`config.mk`:
```
export PLATFORM = sky130hd
export DESIGN_NAME = cordic_hyp_sched
export DESIGN_NICKNAME = d
export VERILOG_FILES = /design/src/rtl/cordic_pkg.sv /design/src/rtl/cordic_hyp_sched_rr_arbiter.sv /design/src/rtl/cordic_hyp_sched.sv
export SDC_FILE = /design/constraint.sdc
export NUM_CORES = 1
export LEC_CHECK = 0
export CAP_MARGIN = 20
export CORE_ASPECT_RATIO = 0.5
export CORE_MARGIN = 5
export CORE_UTILIZATION = 39
export CTS_CLUSTER_SIZE = 14
export DETAILED_ROUTE_END_ITERATION = 6
export GPL_ROUTABILITY_DRIVEN = 0
export PLACE_DENSITY = 0.77
export SETUP_SLACK_MARGIN = 0.5
export SLEW_MARGIN = 5
export SYNTH_ARGS = -nofsm -noshare
export SYNTH_HDL_FRONTEND = slang
export SYNTH_HIERARCHICAL = 1
export SYNTH_SLANG_ARGS = --single-unit
export TNS_END_PERCENT = 20
```
`constraint.sdc`:
```
create_clock -name clk -period 3.8 [get_ports clk]
set_input_delay 0.38 -clock clk [delete_from_list [all_inputs] [get_ports clk]]
set_output_delay 0.38 -clock clk [all_outputs]
set_load 0.02 [all_outputs]
```
`src/rtl/cordic_pkg.sv`:
```
// cordic_pkg: shared constants, state encoding and helpers for the CORDIC scheduler
package cordic_pkg;
  localparam int W        = 32;
  localparam int AMAX_DEF = 74055;
  localparam int LAT_DEF  = 18;
  localparam logic [1:0] S_INIT  = 2'd0;
  localparam logic [1:0] S_RUN   = 2'd1;
  localparam logic [1:0] S_DRAIN = 2'd2;
  localparam logic [1:0] S_IDLE  = 2'd3;
  function automatic int id_w(input int n);
    return n > 1 ? $clog2(n) : 1;
  endfunction
  function automatic logic signed [W-1:0] clamp_q(input logic signed [W-1:0] a, input logic signed [W-1:0] m);
    return a > m ? m : (a < -m ? -m : a);
  endfunction
endpackage

```
`src/rtl/cordic_hyp_sched_rr_arbiter.sv`:
```
// rr_arbiter: N-way round-robin grant with pointer update
//   clk, rst_n : clock, async active-low reset
//   i_en       : grants allowed this cycle
//   i_req      : request vector
//   o_gnt      : one-hot grant (combinational)
//   o_idx      : granted index, o_any : a grant is being made
module rr_arbiter
  import cordic_pkg::*;
#(
  parameter int N = 4
) (
  input  logic                clk,
  input  logic                rst_n,
  input  logic                i_en,
  input  logic [N-1:0]        i_req,
  output logic [N-1:0]        o_gnt,
  output logic [id_w(N)-1:0]  o_idx,
  output logic                o_any
);
  localparam int IW = id_w(N);
  logic [IW-1:0] r_ptr, w_j;
  // Scan from the farthest offset down so the nearest requester at or above the pointer wins.
  always_comb begin
    o_any = 1'b0;
    o_idx = '0;
    w_j   = '0;
    for (int k = N - 1; k >= 0; k--) begin
      w_j = IW'((int'(r_ptr) + k) % N);
      if (i_en && i_req[w_j]) begin
        o_any = 1'b1;
        o_idx = w_j;
      end
    end
  end
  assign o_gnt = o_any ? N'(1) << o_idx : '0;
  always_ff @(posedge clk or negedge rst_n)
    if (!rst_n) r_ptr <= '0;
    else if (o_any) r_ptr <= (o_idx == IW'(N - 1)) ? '0 : o_idx + 1'b1;
endmodule

```
`src/rtl/cordic_hyp_sched.sv`:
```
// cordic_hyp_sched: round-robin scheduler sharing one CORDIC sinh/cosh pipeline between N requesters
//   clk, rst_n                       : clock, async active-low reset
//   en                               : 1 = grants allowed, 0 = stop granting and drain
//   req_vld, req_alpha               : per-requester valid and Q16.16 angle (32 bits each)
//   req_rdy                          : one-hot grant
//   cordic_alpha, cordic_vld         : registered issue into the CORDIC
//   cordic_sinh/cosh/post_vld        : CORDIC results
//   rsp_vld, rsp_sinh/cosh/clamped   : routed response, data zero when no response
//   busy                             : not IDLE or work in flight
//   align_err                        : sticky CORDIC valid vs tag pipeline disagreement
module cordic_hyp_sched
  import cordic_pkg::*;
#(
  parameter int N    = 4,
  parameter int LAT  = LAT_DEF,
  parameter int AMAX = AMAX_DEF
) (
  input  logic           clk,
  input  logic           rst_n,
  input  logic           en,
  input  logic [N-1:0]   req_vld,
  input  logic [W*N-1:0] req_alpha,
  output logic [N-1:0]   req_rdy,
  output logic [W-1:0]   cordic_alpha,
  output logic           cordic_vld,
  input  logic [W-1:0]   cordic_sinh,
  input  logic [W-1:0]   cordic_cosh,
  input  logic           cordic_post_vld,
  output logic [N-1:0]   rsp_vld,
  output logic [W-1:0]   rsp_sinh,
  output logic [W-1:0]   rsp_cosh,
  output logic           rsp_clamped,
  output logic           busy,
  output logic           align_err
);
  localparam int IW = id_w(N);
  localparam int CW = $clog2(LAT + 2);
  localparam logic signed [W-1:0] AMAX_Q = W'(AMAX);
  logic [1:0]                r_state, w_nstate;
  logic [CW-1:0]             r_cnt;
  logic [IW-1:0]             w_gidx, r_cid;
  logic                      w_gany, r_cvld, r_ccl, w_inflight, r_err, r_rsp_cl;
  logic signed [W-1:0]       w_req_a [N];
  logic signed [W-1:0]       w_clip, r_calpha;
  logic [LAT-1:0]            r_tv, r_tc;
  logic [LAT-1:0][IW-1:0]    r_tid;
  logic [N-1:0]              r_rsp_vld;
  logic [W-1:0]              r_rsp_s, r_rsp_c;
  rr_arbiter #(.N(N)) u_arb (
    .clk   (clk),
    .rst_n (rst_n),
    .i_en  (r_state == S_RUN),
    .i_req (req_vld),
    .o_gnt (req_rdy),
    .o_idx (w_gidx),
    .o_any (w_gany)
  );
  always_comb
    for (int i = 0; i < N; i++) w_req_a[i] = req_alpha[W*i +: W];
  assign w_clip     = clamp_q(w_req_a[w_gidx], AMAX_Q);
  assign w_inflight = r_cvld | (|r_tv);
  // INIT waits out the unreset CORDIC valid pipe before anything may be granted.
  assign w_nstate = r_state == S_INIT  ? (r_cnt == CW'(LAT) ? (en ? S_RUN : S_IDLE) : S_INIT)
                  : r_state == S_RUN   ? (en ? S_RUN : S_DRAIN)
                  : r_state == S_DRAIN ? (en ? S_RUN : (w_inflight ? S_DRAIN : S_IDLE))
                  : (en ? S_RUN : S_IDLE);
  always_ff @(posedge clk or negedge rst_n)
    if (!rst_n) begin
      r_state   <= S_INIT;
      r_cnt     <= '0;
      r_cvld    <= 1'b0;
      r_calpha  <= '0;
      r_cid     <= '0;
      r_ccl     <= 1'b0;
      r_tv      <= '0;
      r_tc      <= '0;
      r_tid     <= '0;
      r_rsp_vld <= '0;
      r_rsp_s   <= '0;
      r_rsp_c   <= '0;
      r_rsp_cl  <= 1'b0;
      r_err     <= 1'b0;
    end else begin
      r_state <= w_nstate;
      r_cnt   <= r_state == S_INIT ? r_cnt + 1'b1 : r_cnt;
      r_cvld  <= w_gany;
      if (w_gany) begin
        r_calpha <= w_clip;
        r_cid    <= w_gidx;
        r_ccl    <= w_clip != w_req_a[w_gidx];
      end
      // Tag enters alongside cordic_vld so it emerges in the cycle cordic_post_vld is due.
      r_tv      <= {r_tv[LAT-2:0], r_cvld};
      r_tc      <= {r_tc[LAT-2:0], r_ccl};
      r_tid     <= {r_tid[LAT-2:0], r_cid};
      r_rsp_vld <= r_tv[LAT-1] ? N'(1) << r_tid[LAT-1] : '0;
      r_rsp_s   <= r_tv[LAT-1] ? cordic_sinh : '0;
      r_rsp_c   <= r_tv[LAT-1] ? cordic_cosh : '0;
      r_rsp_cl  <= r_tv[LAT-1] & r_tc[LAT-1];
      if (r_state != S_INIT && r_tv[LAT-1] != cordic_post_vld) r_err <= 1'b1;
    end
  assign cordic_alpha = r_calpha;
  assign cordic_vld   = r_cvld;
  assign rsp_vld      = r_rsp_vld;
  assign rsp_sinh     = r_rsp_s;
  assign rsp_cosh     = r_rsp_c;
  assign rsp_clamped  = r_rsp_cl;
  assign busy         = (r_state != S_IDLE) | w_inflight;
  assign align_err    = r_err;
endmodule
```
After elaboration in Yosys (flattened, before gate mapping)
Index checks and enable logic that the tools add are counted.

Flip-flop bits (word level): 187. Bits in latches: 0. Memory bits (writable): 0. Memory bits (read-only): 0. Input bits: 200. Output and inout bits: 108. Logic and storage cells: 99. Memories kept: 0.

Add/sub/neg operators: 5. Multipliers: 0. Div/mod/pow operators: 0. Magnitude comparators: 7. Eq/ne operators: 7. Shift operators: 2. Multiplexer cells: 34. Bitwise gates (word level): 4. Reduce and logical (&&, ||, !) cells: 8.

Operators with widths (count): 2-to-1 mux 32 bit (6); binary-select mux 32 bit (select 2 bit) (1); greater-than comparator 32 x 18 -> 1 bit (second input constant) (1); < comparator 32 x 18 -> 1 bit (second input constant) (1); != test 32 bit (1); 2-to-1 mux 2 bit (12); OR reduction 18 bit (1); < comparator 2 x 3 -> 1 bit (second input constant) (4); 2-to-1 mux 1 bit (9); binary-select mux 1 bit (select 2 bit) (4); 2-to-1 mux 4 bit (2); left shift 1 x 2 -> 4 bit (first input constant) (2); adder 5 x 1 -> 5 bit (second input constant) (1); equality test 5 bit (second input constant) (1); logical AND 1 bit (5); adder 2 x 1 -> 2 bit (second input constant) (2); adder 2 bit (second input constant) (2); equality test 2 bit (second input constant) (2); >= comparator 3 bit (second input constant) (1); inverter 2 -> 3 bit (1); equality test 2 x 1 -> 1 bit (second input constant) (1); logical NOT 2 bit (1); != test 2 bit (second input constant) (1); bitwise OR 1 bit (2); 3 further kinds (3).

Depth between registers and ports, before layout
Gate-level depths: netlist of the first run.

Depth after elaboration: 16. Mapped depth: 18. Gate-level depth less buffers: 14.

Cells and area by module
The synthesis of the first run kept the hierarchy.

By module, submodules not included: cordic_hyp_sched (times used 1, cells each 460, area each 6942.9 µm², sequential area each 4629.4 µm²); rr_arbiter (times used 1, cells each 41, area each 375.4 µm², sequential area each 50.0 µm²).

Worst setup path after synthesis of the first run
Ideal clock, no wire load.

Kind: input-to-reg. From: input req_vld[1]. To: register r_calpha[0] (netlist: cordic_alpha[0]). Setup time: 0.126 ns. Arrival time: 3.839 ns. Required time: 3.674 ns. Setup slack: -0.165 ns. Stages on the path: 17. Buffers on the path: 4. Cells stage by stage: clkbuf_2 inv_1 o32a_1 o32ai_1 buf_6 buf_12 buf_4 mux4_2 nor3_1 o21ai_0 a21oi_1 o21ai_0 a31o_2 nand3_1 ha_1 nand2b_1 o32a_1.

Longest elaborated chain between the ends: 14. Elaborated cells between the ends (all ways): 28. Those cells by class: order compare: 2; mux: 21; bitwise: 1; reduce/logical: 4.

Ends and longest elaborated chain: start, declared (line cordic_hyp_sched.sv:21) `input logic [N-1:0] req_vld,`; binary-select mux 1 bit (select 2 bit) (line cordic_hyp_sched_rr_arbiter.sv:29) `if (i_en && i_req[w_j]) begin`; 2-to-1 mux 1 bit (implied by the code) (line cordic_hyp_sched_rr_arbiter.sv:29); logical AND 1 bit (line cordic_hyp_sched_rr_arbiter.sv:29); 2-to-1 mux 2 bit (3 in a row) (line cordic_hyp_sched_rr_arbiter.sv:29); 2-to-1 mux 2 bit * (line cordic_hyp_sched_rr_arbiter.sv:29); via w_gidx[0] (line cordic_hyp_sched.sv:41) `logic [IW-1:0] w_gidx, r_cid;`; inverter 2 -> 3 bit (implied by the code) * (line cordic_hyp_sched.sv:60) `assign w_clip = clamp_q(w_req_a[w_gidx], AMAX_Q);`; binary-select mux 32 bit (select 2 bit) * (line cordic_hyp_sched.sv:60); 2-to-1 mux 32 bit (implied by the code) * (2 in a row) (line cordic_hyp_sched.sv:60); < comparator 32 x 18 -> 1 bit (line cordic_pkg.sv:14) `return a > m ? m : (a < -m ? -m : a);`; 2-to-1 mux 32 bit (line cordic_pkg.sv:14); 2-to-1 mux 32 bit * (line cordic_pkg.sv:14); end signal, assigned (line cordic_hyp_sched.sv:88) `r_calpha <= w_clip;`; end, declared (line cordic_hyp_sched.sv:44) `logic signed [W-1:0] w_clip, r_calpha;`.

The timed path passes the listed nets; every way through them passes the cells marked *. The select of a mux whose other input is x is not followed. A chain may end at the register's enable or synchronous reset.

Worst setup path after layout of the first run
From: input req_vld[2]. To: register r_calpha[0] (netlist: cordic_alpha[0]).

Same word-level chain as after synthesis.

==> summary.txt, run 1 <==
STA
  • Setup Skew: 8.16 ps
  • RSZ-0062 raised after global routing: yes
  • Fin crit share: 93.8%
  • Max-slew headroom at the worst pin: 45.2%
  • Maximum operating frequency: 0.281 GHz
  • Number of failing setup endpoints in the final timing report: 0
  • Number of pins with negative max-slew slack in the final report: 0
  • Number of hold-slack violations in the final timing report: 0
  • Least-Margin Pin Slew: 823 ps
  • Clock period minus final worst setup slack: 3560 ps
  • Minimum setup slack in the final design: 235 ps

Power
  • Max IR drop VDD: 0.304 mV
  • Clock Power Share: 23.5%
  • Relative contribution of sequential cells to total power: 38.7%
  • Cell-internal power: 5050 uW
  • Switching power summed over all nets: 2450 uW
  • Net Sw Frac: 32.6%
  • Combinational Power Share: 37.8%
  • Design Power: 7500 uW
  • Power density cells: 627 nW/um^2
  • Leakage: 0.00506 uW

Clocking
  • TritonCTS sink count: 187
  • Htree depth: 4
  • Root Buffer Master: sky130_fd_sc_hd__clkbuf_16
  • Reg clk slew, reported paths: 70 ps
  • Worst-skew pair later-pin latency: 410 ps
  • CTS tree: done
  • Number of buffers on the longest clock path: 2
  • CTS Buf Count: 17

Final layout
  • Final standard cell area without fillers: 12000 um^2
  • Count of filler cells inserted in the layout: 1384
  • Storage element area: 4680 um^2
  • Layout-stage area growth over the synthesis result: 63.4%
  • Most common cell after layout, fill and taps aside: sky130_fd_sc_hd__clkdlybuf4s50_1
  • Total area of multi-input combinational cells: 2580 um^2
  • Fraction of final layout cells with drive strength greater than 1: 18.6%
  • Final nets: 1067
  • Most used cells in the layout excluding fill and tap cells: sky130_fd_sc_hd__clkdlybuf4s50_1, sky130_fd_sc_hd__dfrtp_1, sky130_fd_sc_hd__and2_1

Hold path
  • Hold/Removal Path Class: input port to asynchronous set/reset pin

Floorplan
  • Number of rows in the core area: 35
  • Die Ht: 107 um
  • Die extent in x: 204 um
  • Die Area: 21800 um^2
  • Top-Level Pins: 308
  • Effective utilization at floorplan: 39.7%
  • Core ar.: 18400 um^2

GRT
  • Residual overflow from global routing: 0
  • Vias in the first global route: 5669
  • GR Util All Layers: 18.3%
  • Global-route wire length before repair: 31200 um
  • Pin count of the biggest net entering global routing: 109
  • Number of antenna violations at the first check in global routing: 2

Routing
  • DRC violation count after routing: 0
  • Total detailed-routing wirelength: 20300 um
  • Wire length per cell: 17.9 um
  • First drt pass iteration count: 5
  • Vias post-DR: 5550
  • Post-detailed-route count of antenna-violating nets: 0
  • Initial detailed-routing violation count: 279
  • Vias per cell: 4.89

Placement
  • HPWL after detailed placement: 15000 um
  • Worst slack, placed: -213 ps
  • Placed inst area: 10900 um^2
  • Port Buffers: 307

Logic synthesis
  • Yosys synthesis warning count: 6
  • Post-synthesis instance area: 7320 um^2
  • Post-synthesis sequential area ratio: 63.9%
  • Number of instances in the synthesized netlist: 501
  • Number of nets in the synthesized netlist: 708
  • Synth unique cells: 58
  • Number of synthesized flops with an enable pin: 0
  • Async set-reset flop share out of synthesis: 100%
  • Flip-flop cell with the highest count after synthesis: sky130_fd_sc_hd__dfrtp_1
  • Synthesized area divided by synthesized cell count: 14.6 um^2
  • Flops & latches, synth: 187

Worst setup path
  • List of cells traversed by the critical path: clkdlybuf4s50_1 -> nand2b_4 -> a211oi_2 -> buf_4 -> o32ai_4 -> buf_12 -> buf_6 -> buf_6 -> mux4_2 -> nand4_1 -> nor4_4 -> buf_4 -> nand3_4 -> ha_4 -> buf_8 -> nand2b_4 -> o32a_1
  • Kind of capture point of the worst setup path: flip-flop
  • Critical path class: input port to flip-flop
  • Buffers and inverters on the worst path: 7
  • Crit path max-delay cell type: sky130_fd_sc_hd__clkdlybuf4s50_1
  • CP arrival: 3870 ps
  • Worst EP required: 4100 ps
  • CP top delay family: buffers and inverters
  • Crit path launch type: input port
  • Largest fanout of any net on the critical path: 8
  • CP peak stage delay: 560 ps

Run
  • Max-capacitance violation count: 0

Outcome
  • Outcome: complete, no violations
==> worst paths after layout <==
check | from | to | slack [ps] | cells after the start
setup reg to reg | u_arb/r_ptr[1] | cordic_alpha[0] | 250 | 15
max in group asynchronous | rst_n | cordic_alpha[21] | 2800 | 2
hold / removal | rst_n | rsp_cosh[3] | 40 | 1
min in group clk | r_tid[18] | r_tid[20] | 340 | 0
hold reg to reg | r_tid[18] | r_tid[20] | 340 | 0
setup / recovery | req_vld[2] | cordic_alpha[0] | 240 | 17
==> stage by stage <==
| step | cells | hold slack (ps) | setup TNS (ps) | util, % |
|---|---|---|---|---|
| after detailed placement | 1077 | 335 | -4340 | 59.3 |
| after floorplan | 501 | 84.4 | 0 | - |
| after global placement | 1077 | 331 | -2840 | 59.3 |
| after CTS | 1124 | 78.8 | 0 | 63.7 |
| after global routing | 1134 | 106 | 0 | 64.9 |
| final | 1134 | 37.0 | 0 | 64.9 |
==> cell usage after synthesis, types with 2 or more instances <==
library cell	number	area, um^2
sky130_fd_sc_hd__a21oi_1	4	20.0
sky130_fd_sc_hd__nand2_1	11	41.3
sky130_fd_sc_hd__inv_1	9	33.8
sky130_fd_sc_hd__o32a_1	3	30.0
sky130_fd_sc_hd__o21ai_0	35	175
sky130_fd_sc_hd__nor2_1	10	37.5
sky130_fd_sc_hd__dfrtp_1	187	4680
sky130_fd_sc_hd__nor3_1	3	15.0
sky130_fd_sc_hd__ha_1	7	87.6
sky130_fd_sc_hd__buf_2	4	20.0
sky130_fd_sc_hd__mux2_2	3	33.8
sky130_fd_sc_hd__clkbuf_1	17	63.8
sky130_fd_sc_hd__nor2b_1	2	12.5
sky130_fd_sc_hd__a211oi_1	2	15.0
sky130_fd_sc_hd__o221ai_1	2	17.5
sky130_fd_sc_hd__nor4b_1	2	17.5
sky130_fd_sc_hd__o211ai_1	2	15.0
sky130_fd_sc_hd__nor4_1	8	50.1
sky130_fd_sc_hd__or4_1	2	15.0
sky130_fd_sc_hd__and2_2	3	22.5
sky130_fd_sc_hd__nand2b_1	3	18.8
sky130_fd_sc_hd__buf_6	6	67.6
sky130_fd_sc_hd__nand4_1	6	37.5
sky130_fd_sc_hd__xnor2_1	5	43.8
sky130_fd_sc_hd__o2bb2ai_1	24	210
sky130_fd_sc_hd__mux4_1	5	131
sky130_fd_sc_hd__a21boi_0	2	15.0
sky130_fd_sc_hd__and2_1	68	425
sky130_fd_sc_hd__mux4_2	27	608
sky130_fd_sc_hd__o22a_1	6	52.6
sky130_fd_sc_hd__o21a_1	2	15.0
sky130_fd_sc_hd__nand3_1	5	25.0
==> sequential cells by signal (all words and copies together) (netlist names) <==
register / count
rsp_sinh: 32
r_tc: 18
r_cnt: 5
cordic_vld: 1
align_err: 1
rsp_vld: 4
r_state: 2
r_cid: 2
rsp_clamped: 1
cordic_alpha: 32
r_ccl: 1
r_tid: 36
u_arb/r_ptr: 2
rsp_cosh: 32
r_tv: 18
==> worst reg2reg max path: cells and delay by family (launching register included) <==
family	cells	cell delay, ps
AO/OA/AOI/OAI	7	1440
multiplexers	1	560
buffers and inverters	3	470
flip-flops	1	430
AND/OR/NAND/NOR	3	330
adder cells (fa/ha/maj)	1	220
==> routing by layer <==
layer	wire length, um	share of wire [%]	vias up	global-route usage [%]
met2	10100	50	214	30.4
met3	1420	7.0	18	4.84
li1	-	-	2543	-
met4	287	1.4	0	5.05
met1	8470	42	2775	24.0
met5	0	0	-	0
==> area by class of cell <==
class	count	area share [%]
Antenna cell	2	0.0418
Tap cell	259	2.71
Sequential cell	187	39.2
Multi-Input combinational cell	274	21.6
Timing Repair Buffer	370	31.1
Inverter	10	0.314
Clock inverter	15	1.50
Clock buffer	17	3.56
==> power groups by stage <==
stage / logic [uW] / registers (uW) / clock network, uW
final: 2830 / 2900 / 1770
after global routing: 3030 / 2980 / 1900
after CTS: 2730 / 2910 / 1820
after detailed placement: 2590 / 2940 / 0
after global placement: 2530 / 2920 / 0
after floorplan: 1100 / 3210 / 0
==> timing repair <==
item | 4_1_cts | 5_1_grt
endpoints found under the setup margin | 35 | 35
hold buffers | 0 | 0
gates resized for setup | 18 | 31
gates cloned | 1 | 2
pin swaps | 8 | 11
buffers inserted | 14 | 6
==> logic make-up (layout without fill, tap and decap cells) <==
kind of cell    count (synthesis)  count (layout)  share of synthesized area [%]
compound gates                 94              94                           9.54
fa+ha+maj                       7               7                           1.20
other cells                     0               2                              0
xor+xnor                        6               6                          0.718
flops                         187             187                           63.9
buf+inv                        40             412                           3.03
mux                            37              37                           10.9
simple gates                  130             130                           10.7
Note: power is estimated with default switching activity, not from simulation.
==> run 2: changes to the inputs <==
ABC_AREA = 0   (was not set)
==> results of run 2 <==
Final layout, timing and power as in run 1 (identical DEF).
==> run 3: changes to the inputs <==
CELL_PAD_IN_SITES_DETAIL_PLACEMENT = 1   (was not set)
CELL_PAD_IN_SITES_GLOBAL_PLACEMENT = 1   (was not set)
CORE_UTILIZATION = 30   (was 39)
PLACE_DENSITY = not set   (was 0.77)
PLACE_DENSITY_LB_ADDON = 0.1   (was not set)
SLEW_MARGIN = not set   (was 5)
==> run 3 against run 2 <==
Against the previous run: die area increased by 28%; critical path type is now flip-flop to flip-flop; final cell count rose by 7.7%; critical endpoint unchanged; sequential share of layout area down 1.1 points; routed wire length grew 12%; core utilization down 14 points.
==> summary.txt, run 3 (synthesis gave the netlist of run 1 again) <==
STA
  • Worst-case hold slack: 343 ps (was 37.0 ps)
  • Fin crit share: 95.8% (was 93.8%)
  • Number of pins with negative max-slew slack in the final report: 0 (unchanged)
  • Least-Margin Pin Slew: 962 ps (was 823 ps)
  • RSZ-0062 raised after global routing: yes (unchanged)
  • Maximum operating frequency: 0.275 GHz (was 0.281 GHz)
  • Max-slew headroom at the worst pin: 35.9% (was 45.2%)
  • Number of failing setup endpoints in the final timing report: 0 (unchanged)
  • Setup Skew: 11.7 ps (was 8.16 ps)
  • Number of hold-slack violations in the final timing report: 0 (unchanged)
  • Clock period minus final worst setup slack: 3640 ps (was 3560 ps)

Worst setup path
  • List of cells traversed by the critical path: o32a_1 -> o32ai_4 -> buf_6 -> buf_16 -> buf_4 -> mux4_2 -> or4_4 -> a41oi_2 -> o311a_4 -> nor2_4 -> buf_12 -> o32a_1 (was clkdlybuf4s50_1 -> nand2b_4 -> a211oi_2 -> buf_4 -> o32ai_4 -> buf_12 -> buf_6 -> buf_6 -> mux4_2 -> nand4_1 -> nor4_4 -> buf_4 -> nand3_4 -> ha_4 -> buf_8 -> nand2b_4 -> o32a_1)
  • Crit. path cell count: 12 (was 17)
  • Worst EP required: 4110 ps (was 4100 ps)
  • CP arrival: 3950 ps (was 3870 ps)
  • Largest fanout of any net on the critical path: 16 (was 8)
  • CP peak stage delay: 560 ps (about the same)
  • Crit path max-delay cell type: sky130_fd_sc_hd__or4_4 (was sky130_fd_sc_hd__clkdlybuf4s50_1)
  • Critical path class: flip-flop to flip-flop (was input port to flip-flop)
  • CP top delay family: compound AO/OA/AOI/OAI gates (was buffers and inverters)
  • Most common cell type on the critical path: sky130_fd_sc_hd__o32a_1
  • Worst reg-to-reg setup slack: 160 ps (was 250 ps)
  • Buffers and inverters on the worst path: 4 (was 7)
  • Worst reg2reg path depth: 12 (was 15)
  • Crit path launch type: flip-flop (was input port)
  • Kind of capture point of the worst setup path: flip-flop (unchanged)

Power
  • Clock Power Share: 22.7% (was 23.5%)
  • Power density cells: 625 nW/um^2 (was 627 nW/um^2)
  • Switching power summed over all nets: 2530 uW (was 2450 uW)
  • Cell-internal power: 5170 uW (was 5050 uW)
  • Combinational Power Share: 38.6% (was 37.8%)
  • Max IR drop VDD: 0.234 mV (was 0.304 mV)
  • Relative contribution of sequential cells to total power: 38.7% (about the same)
  • Leakage: 0.00518 uW (was 0.00506 uW)
  • Net Sw Frac: 32.9% (was 32.6%)

Outcome
  • Outcome: complete, no violations (unchanged)

Final layout
  • Ant. Diodes: 0 (was 2)
  • Final nets: 1100 (was 1067)
  • Most common cell after layout, fill and taps aside: sky130_fd_sc_hd__clkdlybuf4s50_1 (unchanged)
  • Fraction of final layout cells with drive strength greater than 1: 22.1% (was 18.6%)
  • Largest register FFs: 36 (unchanged)
  • Most used cells in the layout excluding fill and tap cells: sky130_fd_sc_hd__clkdlybuf4s50_1, sky130_fd_sc_hd__dfrtp_1, sky130_fd_sc_hd__buf_4 (was sky130_fd_sc_hd__clkdlybuf4s50_1, sky130_fd_sc_hd__dfrtp_1, sky130_fd_sc_hd__and2_1)
  • Layout-stage area growth over the synthesis result: 68.3% (was 63.4%)
  • Largest register by flop count: r_tid (unchanged)
  • Count of filler cells inserted in the layout: 2416 (was 1384)
  • Utilization of the core after routing: 51.3% (was 64.9%)

Clocking
  • TritonCTS sink count: 187 (unchanged)
  • Root Buffer Master: sky130_fd_sc_hd__clkbuf_16 (unchanged)
  • Reg clk slew, reported paths: 80 ps (was 70 ps)
  • CTS Buf Count: 17 (unchanged)
  • Htree depth: 4 (unchanged)
  • Number of buffers on the longest clock path: 2 (unchanged)
  • Worst-skew pair later-pin latency: 430 ps (was 410 ps)
  • CTS tree: done (unchanged)

Floorplan
  • Die extent in x: 231 um (was 204 um)
  • Core ar.: 24000 um^2 (was 18400 um^2)
  • Die Area: 27800 um^2 (was 21800 um^2)
  • Effective utilization at floorplan: 30.5% (was 39.7%)
  • Die Ht: 120 um (was 107 um)
  • Number of rows in the core area: 40 (was 35)
  • Top-Level Pins: 308 (unchanged)

Hold path
  • Hold/Removal Path Class: input port to asynchronous set/reset pin (unchanged)

GRT
  • Global-route wire length before repair: 35700 um (was 31200 um)
  • Residual overflow from global routing: 0 (unchanged)
  • Number of antenna violations at the first check in global routing: 0 (was 2)
  • Vias in the first global route: 6320 (was 5669)
  • Pin count of the biggest net entering global routing: 127 (was 109)
  • GR Util All Layers: 16.3% (was 18.3%)

Routing
  • Vias per cell: 4.60 (was 4.89)
  • Total detailed-routing wirelength: 22900 um (was 20300 um)
  • Vias post-DR: 5614 (was 5550)
  • Post-detailed-route count of antenna-violating nets: 0 (unchanged)
  • Metal2 WL: 11000 um (was 10100 um)
  • Wire length per cell: 18.7 um (was 17.9 um)
  • First drt pass iteration count: 6 (was 5)
  • Top layer reached by signal wires: met4 (unchanged)
  • DRC violation count after routing: 0 (unchanged)
  • M1 wire length: 10200 um (was 8470 um)
  • Total met3 wirelength after detailed routing: 1500 um (was 1420 um)
  • Initial detailed-routing violation count: 196 (was 279)

Run
  • Max-capacitance violation count: 0 (unchanged)

Placement
  • HPWL after detailed placement: 16900 um (was 15000 um)
  • Port Buffers: 307 (unchanged)
## run 3: power groups by stage
stage / logic [uW] / clock network (uW) / registers, uW
2_1_floorplan: 1100 / 0 / 3210
3_3_place_gp: 2660 / 0 / 3010
3_5_place_dp: 2700 / 0 / 3030
4_1_cts: 2890 / 1820 / 3000
5_1_grt: 3190 / 1910 / 3080
6_report: 2970 / 1750 / 2980
## run 3: per-layer routing
layer  up-vias  global-route usage (%)
li1       2591                       -
met1      2835                    21.6
met2       172                    26.2
met3        16                    5.21
met4         0                    4.41
met5         -                       0
## run 3: area by class of cell
class	count	area (um^2)	area share, %
Inverter	10	37.5	0.305
Clock inverter	15	160	1.30
Sequential cell	187	4680	38.0
Timing Repair Buffer	403	4040	32.8
Multi-Input combinational cell	274	2580	20.9
Tap cell	315	394	3.20
Clock buffer	17	425	3.45
## run 3: final timing paths
path,startpoint,end
max in group asynchronous,rst_n,r_tc[5]
hold / removal,rst_n,cordic_alpha[6]
min in group clk,r_tid[32],r_tid[34]
hold reg to reg,r_tid[32],r_tid[34]
setup / recovery,u_arb/r_ptr[1],cordic_alpha[0]
setup reg to reg,u_arb/r_ptr[1],cordic_alpha[0]
## run 3: worst reg2reg max path: stages, from the launching register on
cell                      delay [ps]
sky130_fd_sc_hd__dfrtp_2         450
sky130_fd_sc_hd__o32a_1          340
sky130_fd_sc_hd__o32ai_4         260
sky130_fd_sc_hd__buf_6           160
sky130_fd_sc_hd__buf_16          130
sky130_fd_sc_hd__buf_4           110
sky130_fd_sc_hd__mux4_2          530
sky130_fd_sc_hd__or4_4           560
sky130_fd_sc_hd__a41oi_2         210
sky130_fd_sc_hd__o311a_4         240
sky130_fd_sc_hd__nor2_4           50
sky130_fd_sc_hd__buf_12          150
sky130_fd_sc_hd__o32a_1          330
## run 3: repair_timing
action / in CTS / in global routing
pin swaps: 11 / 10
setup endpoints to repair: 33 / 33
setup buffers: 12 / 8
endpoints found under the hold margin: 0 / 10
resized for setup: 26 / 33
gates cloned: 3 / 2
hold buffers: 0 / 1
## run 3: stage by stage
| step | instance area [um^2] | total power [uW] | setup WS, ps | instances | TNS [ps] |
|---|---|---|---|---|---|
| after detailed placement | 11200 | 5730 | -286 | 1162 | -5610 |
| after CTS | 12100 | 7710 | 189 | 1209 | 0 |
| after global routing | 12300 | 8170 | 17.1 | 1221 | 0 |
| after global placement | 11200 | 5670 | -240 | 1162 | -4200 |
| after floorplan | 7400 | 4310 | 179 | 501 | 0 |
| final | 12300 | 7700 | 160 | 1221 | 0 |
